<file path="src/rtl/ptp_event_parser_if.sv">
// Packet-stream tap from the MAC side plus the report bundle for the TSU timestamp queue.
// The stream generator uses master; ptp_event_parser uses slave.
interface ptp_event_parser_if #(
  parameter int unsigned TIME_W = 30
);
  logic [31:0]          ptp_data;
  logic                 ptp_valid;
  logic                 ptp_sop;
  logic                 ptp_eop;
  logic [1:0]           ptp_mod;
  logic [TIME_W-1:0]    ptp_time;
  logic                 ptp_found;
  logic [1:0]           ptp_encap;
  logic [20+TIME_W-1:0] ptp_infor;

  modport master (
    output ptp_data, ptp_valid, ptp_sop, ptp_eop, ptp_mod, ptp_time,
    input  ptp_found, ptp_encap, ptp_infor
  );

  modport slave (
    input  ptp_data, ptp_valid, ptp_sop, ptp_eop, ptp_mod, ptp_time,
    output ptp_found, ptp_encap, ptp_infor
  );
endinterface

</file>
<file path="src/rtl/ptp_event_parser.sv">
// Classifies frames on a 32-bit SOP/EOP stream as PTP event frames (L2 or IPv4/UDP behind VLAN tags)
// and pulses ptp_found with {msgid, seqid, SOP time}. Define PTP_IPV6_EN to also accept IPv6/UDP.
module ptp_event_parser #(
  parameter int unsigned TIME_W   = 30,
  parameter int unsigned MAX_VLAN = 2,
  parameter logic [15:0] MSG_MASK = 16'h000F,
  parameter logic [15:0] UDP_PORT = 16'd319
) (
  input logic               clk,
  input logic               rst,
  ptp_event_parser_if.slave bus
);

  typedef enum logic [2:0] {IDLE, ETYPE, L2, IP4, IP6, MATCH, DROP} state_t;

  localparam logic [1:0] VLAN_LIM = 2'(MAX_VLAN);

  state_t              state_q, state_d;
  logic [5:0]          wcnt_q, wcnt_d;
  logic [1:0]          vlan_q, vlan_d;
  logic [3:0]          msgid_q, msgid_d;
  logic [15:0]         seqid_q, seqid_d;
  logic [TIME_W-1:0]   time_q, time_d;
  logic [1:0]          kind_q, kind_d;
  logic                found_q, found_d;
  logic [1:0]          encap_q, encap_d;
  logic [20+TIME_W-1:0] infor_q, infor_d;

  state_t      cur_st;
  logic [1:0]  cur_vlan;
  logic [5:0]  cur_w;
  logic [5:0]  e_w;
  logic [15:0] hi;
  logic [7:0]  b1;
  logic [7:0]  b0;
  logic        unused_mod;

  assign unused_mod = ^bus.ptp_mod;
  assign hi = bus.ptp_data[31:16];
  assign b1 = bus.ptp_data[15:8];
  assign b0 = bus.ptp_data[7:0];

  // cur_* describe the parse as seen by the current word, i.e. after a SOP restart if there is one.
  always_comb begin
    state_d  = state_q;
    wcnt_d   = wcnt_q;
    vlan_d   = vlan_q;
    msgid_d  = msgid_q;
    seqid_d  = seqid_q;
    time_d   = time_q;
    kind_d   = kind_q;
    found_d  = 1'b0;
    encap_d  = 2'b00;
    infor_d  = '0;
    cur_st   = state_q;
    cur_vlan = vlan_q;
    cur_w    = wcnt_q;
    e_w      = 6'd3 + {4'd0, vlan_q};

    if (bus.ptp_valid) begin
      if (bus.ptp_sop) begin
        cur_st   = ETYPE;
        cur_vlan = 2'd0;
        cur_w    = 6'd0;
        wcnt_d   = 6'd1;
        time_d   = bus.ptp_time;
        msgid_d  = 4'd0;
        seqid_d  = 16'd0;
        kind_d   = 2'b00;
      end else if (wcnt_q != 6'd63) begin
        wcnt_d = wcnt_q + 6'd1;
      end
      e_w     = 6'd3 + {4'd0, cur_vlan};
      state_d = cur_st;
      vlan_d  = cur_vlan;

      case (cur_st)
        ETYPE: begin
          if (cur_w == e_w) begin
            if (hi == 16'h8100 || hi == 16'h88A8) begin
              if (cur_vlan < VLAN_LIM) vlan_d = cur_vlan + 2'd1;
              else                     state_d = DROP;
            end else if (hi == 16'h88F7) begin
              state_d = L2;
              kind_d  = 2'b01;
              msgid_d = bus.ptp_data[11:8];
            end else if (hi == 16'h0800) begin
              // The IPv4 version/IHL byte shares the ethertype word.
              if (b1 == 8'h45) begin
                state_d = IP4;
                kind_d  = 2'b10;
              end else begin
                state_d = DROP;
              end
`ifdef PTP_IPV6_EN
            end else if (hi == 16'h86DD) begin
              state_d = IP6;
              kind_d  = 2'b11;
`endif
            end else begin
              state_d = DROP;
            end
          end
        end
        L2: begin
          if (cur_w == e_w + 6'd8) begin
            seqid_d = hi;
            state_d = MATCH;
          end
        end
        IP4: begin
          if (cur_w == e_w + 6'd2 && b0 != 8'h11)            state_d = DROP;
          else if (cur_w == e_w + 6'd6 && hi != UDP_PORT)    state_d = DROP;
          else if (cur_w == e_w + 6'd7)                      msgid_d = bus.ptp_data[11:8];
          else if (cur_w == e_w + 6'd15) begin
            seqid_d = hi;
            state_d = MATCH;
          end
        end
`ifdef PTP_IPV6_EN
        IP6: begin
          if (cur_w == e_w + 6'd2 && bus.ptp_data[31:24] != 8'h11) state_d = DROP;
          else if (cur_w == e_w + 6'd11 && hi != UDP_PORT)         state_d = DROP;
          else if (cur_w == e_w + 6'd12)                           msgid_d = bus.ptp_data[11:8];
          else if (cur_w == e_w + 6'd20) begin
            seqid_d = hi;
            state_d = MATCH;
          end
        end
`endif
        default: ;
      endcase

      // Only a frame already in MATCH before its EOP word reports; a SOP on that word starts over.
      if (bus.ptp_eop) begin
        state_d = IDLE;
        if (!bus.ptp_sop && state_q == MATCH && MSG_MASK[msgid_q]) begin
          found_d = 1'b1;
          encap_d = kind_q;
          infor_d = {msgid_q, seqid_q, time_q};
        end
      end
    end
  end

  always_ff @(posedge clk) begin
    if (rst) begin
      state_q <= IDLE;
      wcnt_q  <= 6'd0;
      vlan_q  <= 2'd0;
      msgid_q <= 4'd0;
      seqid_q <= 16'd0;
      time_q  <= '0;
      kind_q  <= 2'b00;
      found_q <= 1'b0;
      encap_q <= 2'b00;
      infor_q <= '0;
    end else begin
      state_q <= state_d;
      wcnt_q  <= wcnt_d;
      vlan_q  <= vlan_d;
      msgid_q <= msgid_d;
      seqid_q <= seqid_d;
      time_q  <= time_d;
      kind_q  <= kind_d;
      found_q <= found_d;
      encap_q <= encap_d;
      infor_q <= infor_d;
    end
  end

  assign bus.ptp_found = found_q;
  assign bus.ptp_encap = encap_q;
  assign bus.ptp_infor = infor_q;

endmodule

</file>
<file path="src/flat_wrapper.sv">
// flat-port wrapper written by rule: the top's interface ports become plain ports
module ptp_event_parser_flat 
#(
  parameter int unsigned TIME_W   = 30,
  parameter int unsigned MAX_VLAN = 2,
  parameter logic [15:0] MSG_MASK = 16'h000F,
  parameter logic [15:0] UDP_PORT = 16'd319
)
  (clk, rst, bus_ptp_data, bus_ptp_valid, bus_ptp_sop, bus_ptp_eop, bus_ptp_mod, bus_ptp_time, bus_ptp_found, bus_ptp_encap, bus_ptp_infor);
  ptp_event_parser_if #(.TIME_W(TIME_W)) bus_i ();
  input logic clk;
  input logic rst;
  input wire logic [$bits(bus_i.ptp_data)-1:0] bus_ptp_data;
  input wire logic [$bits(bus_i.ptp_valid)-1:0] bus_ptp_valid;
  input wire logic [$bits(bus_i.ptp_sop)-1:0] bus_ptp_sop;
  input wire logic [$bits(bus_i.ptp_eop)-1:0] bus_ptp_eop;
  input wire logic [$bits(bus_i.ptp_mod)-1:0] bus_ptp_mod;
  input wire logic [$bits(bus_i.ptp_time)-1:0] bus_ptp_time;
  output wire logic [$bits(bus_i.ptp_found)-1:0] bus_ptp_found;
  output wire logic [$bits(bus_i.ptp_encap)-1:0] bus_ptp_encap;
  output wire logic [$bits(bus_i.ptp_infor)-1:0] bus_ptp_infor;
  assign bus_i.ptp_data = bus_ptp_data;
  assign bus_i.ptp_valid = bus_ptp_valid;
  assign bus_i.ptp_sop = bus_ptp_sop;
  assign bus_i.ptp_eop = bus_ptp_eop;
  assign bus_i.ptp_mod = bus_ptp_mod;
  assign bus_i.ptp_time = bus_ptp_time;
  assign bus_ptp_found = bus_i.ptp_found;
  assign bus_ptp_encap = bus_i.ptp_encap;
  assign bus_ptp_infor = bus_i.ptp_infor;
  ptp_event_parser #(.TIME_W(TIME_W), .MAX_VLAN(MAX_VLAN), .MSG_MASK(MSG_MASK), .UDP_PORT(UDP_PORT)) u_core (.clk(clk), .rst(rst), .bus(bus_i));
endmodule
</file>
<file path="config.mk">
export PLATFORM = sky130hd
export DESIGN_NAME = ptp_event_parser_flat
export DESIGN_NICKNAME = d
export VERILOG_FILES = /design/src/rtl/ptp_event_parser_if.sv /design/src/rtl/ptp_event_parser.sv /design/src/flat_wrapper.sv
export SDC_FILE = /design/constraint.sdc
export NUM_CORES = 1
export LEC_CHECK = 0
export BUFFER_PORTS_ARGS = -buffer_cell sky130_fd_sc_hd__buf_4
export CAP_MARGIN = 5
export CORE_MARGIN = 5
export CORE_UTILIZATION = 46
export DETAILED_ROUTE_END_ITERATION = 6
export GPL_ROUTABILITY_DRIVEN = 0
export PLACE_DENSITY = 0.71
export SLEW_MARGIN = 20
export SYNTH_ARGS = -nofsm -noshare
export SYNTH_HDL_FRONTEND = slang
export SYNTH_SLANG_ARGS = --single-unit
export TNS_END_PERCENT = 5
</file>
<file path="constraint.sdc">
create_clock -name clk -period 2.71 [get_ports clk]
set_input_delay 0.1355 -clock clk [delete_from_list [all_inputs] [get_ports clk]]
set_output_delay 0.1355 -clock clk [all_outputs]
set_load 0.005 [all_outputs]
</file>
==> results of run 1 <==
## through the flow
| step | worst slack, ns | util |
|---|---|---|
| floorplan | 0.377 | - |
| global placement | 0.242 | 0.570 |
| detailed placement | 0.0809 | 0.570 |
| CTS | 0.0453 | 0.679 |
| global route | -0.0144 | 0.680 |
| finish | 0.128 | 0.680 |
## cell usage after synthesis, drive strengths merged (8+ instances only)
master and n:
and2 56, a21oi 55, buf 8, nor3 12
nand3 21, nand2 87, nor2 14, o21ai 8
dfxtp 117, clkbuf 21
## registers in the layout, summed over array words and instances (netlist names), named ones only
| signal | flops |
|---|---|
| u_core.bus.ptp_infor | 50 |
| u_core.wcnt_q | 6 |
| u_core.msgid_q | 4 |
| u_core.kind_q | 2 |
| u_core.time_q | 30 |
| u_core.vlan_q | 2 |
| u_core.state_q | 3 |
| u_core.bus.ptp_found | 1 |
| u_core.seqid_q | 16 |
| u_core.bus.ptp_encap | 2 |
## power by group
part           switching (mW)  total (mW)  leakage [nW]  internal (mW)
logic                   0.123       0.269          1.44          0.146
clock network           0.800        2.05         0.272           1.25
registers              0.0135        1.76         0.946           1.74
total                   0.936        4.07          2.66           3.14
## area by class of cell
type / instances / area, µm²
Inverter: 7 / 26.3
Fill cell: 751 / 3100
Sequential cell: 117 / 2340
Tap cell: 133 / 166
Multi-Input combinational cell: 352 / 2030
Clock inverter: 14 / 126
Timing Repair Buffer: 179 / 1470
Clock buffer: 18 / 428
## worst paths after layout
check,from,endpoint,slack [ns],cells after the start
hold / removal,bus_ptp_data[11],register,0.03,3
hold reg to reg,u_core.time_q[0]$_SDFFE_PP0P_,u_core.bus.ptp_infor[0]$_SDFF_PP0_,0.44,1
setup / recovery,u_core.vlan_q[0]$_SDFFE_PP0P_,u_core.seqid_q[0]$_SDFFE_PP0P_,0.13,9
setup reg to reg,u_core.vlan_q[0]$_SDFFE_PP0P_,u_core.seqid_q[0]$_SDFFE_PP0P_,0.13,9
## cell families after synthesis
kind of cell             synth area share
AND/OR/NAND/NOR                     0.280
buffers and inverters              0.0347
multiplexers                      0.00222
AO/OA/AOI/OAI                       0.148
adder cells (fa/ha/maj)           0.00555
flip-flops                          0.520
XOR/XNOR                          0.00972
## worst min-delay path, cell delays in order
cell and delay [ns]:
buf_4 0.09, and3b_1 0.20, a211oi_2 0.05
## per-layer routing
metal	share of wire	vias to the layer above	global-route usage
li1	-	2090	-
met1	0.40	1990	0.249
met2	0.50	174	0.362
met3	0.075	22	0.0527
met4	0.018	0	0.0848
met5	0	-	0
## timing repair
action                     CTS  global route
hold buffers                50             0
hold endpoints to repair    53             0
buffers inserted             0             0
setup endpoints to repair    0            16
resized for setup            0             1
==> results.yml, run 1 <==
critical_path:
  critPathMaxFanout: 16
  critPathMaxStageDelay_ns: 0.49
  crit_family: "simple AND/OR/NAND/NOR gates"
  cp_slowest_cell: "dfxtp_1"
  crit_top_cell: "nand2_1"
  cp_cell_sequence: "nand2_1 -> ha_1 -> nor3b_1 -> o22a_1 -> and3_1 -> buf_4 -> o211a_4 -> nand2_1 -> a21oi_1"
  cp.arrival_ns: 3.00
  critPathKind: "register to register"
  required_ns: 3.13
  end_kind: "register"
  critPathBufInv: 1
  setup.worst_path.start_class: "register"
drt:
  drt-initial-drc-count: 341
  vias_per_cell: 5.21
  drt_first_pass_iters: 6
  route.detailed.drc: 0
  wirelength_um: 12200
  wire_per_inst_um: 14.9
  dr_total_vias: 4276
  ant_nets: 0
timing:
  period_share: 0.953
  fin_tns_setup_ns: 0
  max_freq_mhz: 387
  worst_pin_slew_ns: 0.710
  setup_viol: 0
  final.min_clock_period_ns: 2.58
  slew_headroom: 0.526
  hold_violations: 0
  hold_ws_ns: 0.0323
  clock_skew_ns: 0.0147
  slew_violations: 0
grt:
  antenna_found_initial: 0
  grt_overflow: 0
  track_usage: 0.210
  grt_max_degree: 65
  grt_pass1_wl_um: 19700
  grt_pass1_vias: 4129
die:
  core_area_um2: 9680
  die_y_um: 109
  initial_utilization: 0.466
  die_area_um2: 11900
  ioPinCount: 122
  num_rows: 36
  chipWidth_um: 109
clocking:
  cts_tree: "built"
  cts_root_buf: "clkbuf_8"
  path_clk_slew_ns: 0.06
  numCtsBuffers: 17
  clock_latency_ns: 0.51
  cts_sinks: 117
  htree_levels: 4
  clockBufferDepth: 2
worst_hold_path:
  hold_path.class: "input port to register"
synthesis:
  post_synth.cell_area_avg_um2: 8.93
  synth-edff-count: 0
  synth_top_area_cell: "dfxtp_1"
  synthesis.nets: 576
  ys.flop_type: "dfxtp_1"
  synth_top_area_frac: 0.520
  ys.warnings.count: 0
  async_flop_share: 0
  yosys-top-cells-area: "dfxtp_1 52%, and2_1 7.8%, nand2_1 7.2%"
  syn-cell-area_um2: 4510
  yosysSeqAreaShare: 0.520
  syn_inst: 505
  synth-seq-cells: 117
  synth.distinct_cells: 59
finish:
  area_growth_syn_to_layout_pct: 46.1
  nets: 745
  drive_gt1_frac: 0.249
  final_cells: 820
  most-common-layout-cells: "129 x buf_4, 117 x dfxtp_1, 87 x nand2_1"
  design_area_um2: 6590
  antenna_cells: 0
  final_common_cell: "buf_4"
placed_design:
  portBuffers: 119
  dpl.hpwl_um: 7680
  placed_area_um2: 5520
  dp.cells: 738
power:
  p_leak_nw: 2.66
  peakVddDrop_mv: 0.363
  finalPower_mw: 4.07
  powerDensity_nw_per_um2: 618
status:
  outcome: "completed"
flow_run:
  drv_cap: 0
(Power assumes the default switching activity.)
==> run 2, diff against run 1 <==
- BUFFER_PORTS_ARGS: -buffer_cell sky130_fd_sc_hd__buf_4 -> -buffer_cell sky130_fd_sc_hd__buf_2
==> run 2 against run 1 <==
- clock-buffer cell count stayed put
- critical endpoint is now u_core.msgid_q[1]$_SDFFE_PP0P_
- largest cell class unchanged
- flip-flop and latch count stayed put
- power up 5.6%
- setup slack improved by 0.15 ns
- clock skew down 0.0039 ns
- critical path type unchanged
==> results.yml, run 2 (synthesis gave the netlist of run 1 again) <==
critical_path:
  reg2reg_depth: 8
  critPathMaxFanout: 8
  r2r-end: "u_core.msgid_q[1]$_SDFFE_PP0P_"
  required_ns: 3.17
  cp_slowest_cell: "dfxtp_1"
  setup.worst_path.start_class: "register"
  cp_cell_sequence: "nand2b_1 -> ha_1 -> nor2b_1 -> o22a_1 -> o2111ai_2 -> o22a_1 -> nor3_1 -> a22o_1"
  critPathMaxStageDelay_ns: 0.45
  crit_top_cell: "o22a_1"
  critPathKind: "register to register"
  critPathCapture: "u_core.msgid_q[1]$_SDFFE_PP0P_"
  end_kind: "register"
  r2r-start: "u_core.vlan_q[1]$_SDFFE_PP0P_"
  crit_start: "u_core.vlan_q[1]$_SDFFE_PP0P_"
  reg2reg_setup_slack_ns: 0.27
  cp.arrival_ns: 2.90
finish:
  most-common-layout-cells: "119 x buf_2, 116 x dfxtp_1, 87 x nand2_1"
  drive_gt1_frac: 0.250
  area_growth_syn_to_layout_pct: 40.8
  nets: 745
  final_util: 0.656
  final_common_cell: "buf_2"
  antenna_cells: 0
  largest_register_ffs: 50
timing:
  period_share: 0.899
  final.min_clock_period_ns: 2.44
  slew_headroom: 0.587
  setup_viol: 0
  max_freq_mhz: 410
  hold_violations: 0
  clock_skew_ns: 0.0108
  hold_ws_ns: 0.0243
  slew_violations: 0
  worst_pin_slew_ns: 0.614
  fin_tns_setup_ns: 0
  rsz0062_at_grt: "false"
clocking:
  path_clk_slew_ns: 0.06
  cts.repair_timing.setup_buffer_count: 0
  cts_tree: "built"
  clockBufferDepth: 2
  htree_levels: 4
  numCtsBuffers: 17
  cts_root_buf: "clkbuf_8"
  cts_sinks: 117
  clock_latency_ns: 0.52
die:
  num_rows: 36
  chipWidth_um: 109
  die_area_um2: 11900
  initial_utilization: 0.466
  ioPinCount: 122
  core_area_um2: 9680
  die_y_um: 109
grt:
  grt_pass1_wl_um: 19700
  antenna_found_initial: 0
  track_usage: 0.213
  grt_max_degree: 47
  grt_overflow: 0
  grt_pass1_vias: 4262
drt:
  drt_first_pass_iters: 4
  vias_per_cell: 5.17
  ant_nets: 0
  route.detailed.drc: 0
  wire_per_inst_um: 14.7
  drt-initial-drc-count: 321
  dr_total_vias: 4236
  wirelength_um: 12100
worst_hold_path:
  hold_path.class: "input port to register"
flow_run:
  drv_cap: 0
power:
  powerDensity_nw_per_um2: 677
  p_leak_nw: 2.64
  peakVddDrop_mv: 0.364
status:
  outcome: "completed"
placed_design:
  dpl.hpwl_um: 7580
  portBuffers: 119
## run 2: worst max-delay path, delay by kind of cell, from the launching register on
family,cells,cell delay (ns)
compound gates,4,0.92
fa+ha+maj,1,0.44
flops,1,0.45
simple gates,3,0.56
## run 2: worst min path at each step
stage	start	endpoint	slack [ns]	cells after the start
detailed placement	bus_ptp_data[8]	u_core.msgid_q[0]$_SDFFE_PP0P_	0.38	2
finish	bus_ptp_data[11]	register	0.02	3
floorplan	bus_ptp_data[8]	u_core.msgid_q[0]$_SDFFE_PP0P_	0.26	1
global route	bus_ptp_data[11]	register	0.02	3
global placement	bus_ptp_data[8]	u_core.msgid_q[0]$_SDFFE_PP0P_	0.38	2
CTS	bus_ptp_valid	u_core.kind_q[1]$_SDFFE_PP0P_	0.003	3
## run 2: through the flow
step           worst slack (ns)  area [µm²]  cells  total power, mW
2_1_floorplan             0.377        4510    505             1.89
3_3_place_gp              0.309        5220    738             1.97
3_5_place_dp              0.181        5220    738             1.98
4_1_cts                   0.146        6340    820             4.33
5_1_grt                  0.0717        6350    820             4.45
6_report                  0.274        6350    820             4.30
## run 2: what timing repair did
item | 4_1_cts | 5_1_grt
resized for setup | 0 | 2
hold endpoints to repair | 50 | 0
hold buffers | 50 | 0
setup endpoints to repair | 0 | 17
## run 2: final cells by class
class,count,area (µm²)
Clock inverter,14,200
Inverter,7,26.3
Timing Repair Buffer,179,1170
Tap cell,133,166
Fill cell,778,3340
Multi-Input combinational cell,352,2020
Sequential cell,117,2340
Clock buffer,18,418
## run 2: layer usage
layer	part of all wire	vias to the layer above	track usage
met5	0	-	0
met4	0.024	0	0.106
met3	0.072	25	0.0515
met2	0.49	163	0.359
met1	0.41	1954	0.251
li1	-	2094	-
## run 2: where the power goes
| group | leakage (nW) | switching, mW | internal (mW) | total (mW) |
|---|---|---|---|---|
| Sequential | 0.947 | 0.0134 | 1.74 | 1.76 |
| Clock | 0.292 | 0.799 | 1.50 | 2.30 |
| Combinational | 1.40 | 0.122 | 0.120 | 0.242 |
| Total | 2.64 | 0.934 | 3.37 | 4.30 |
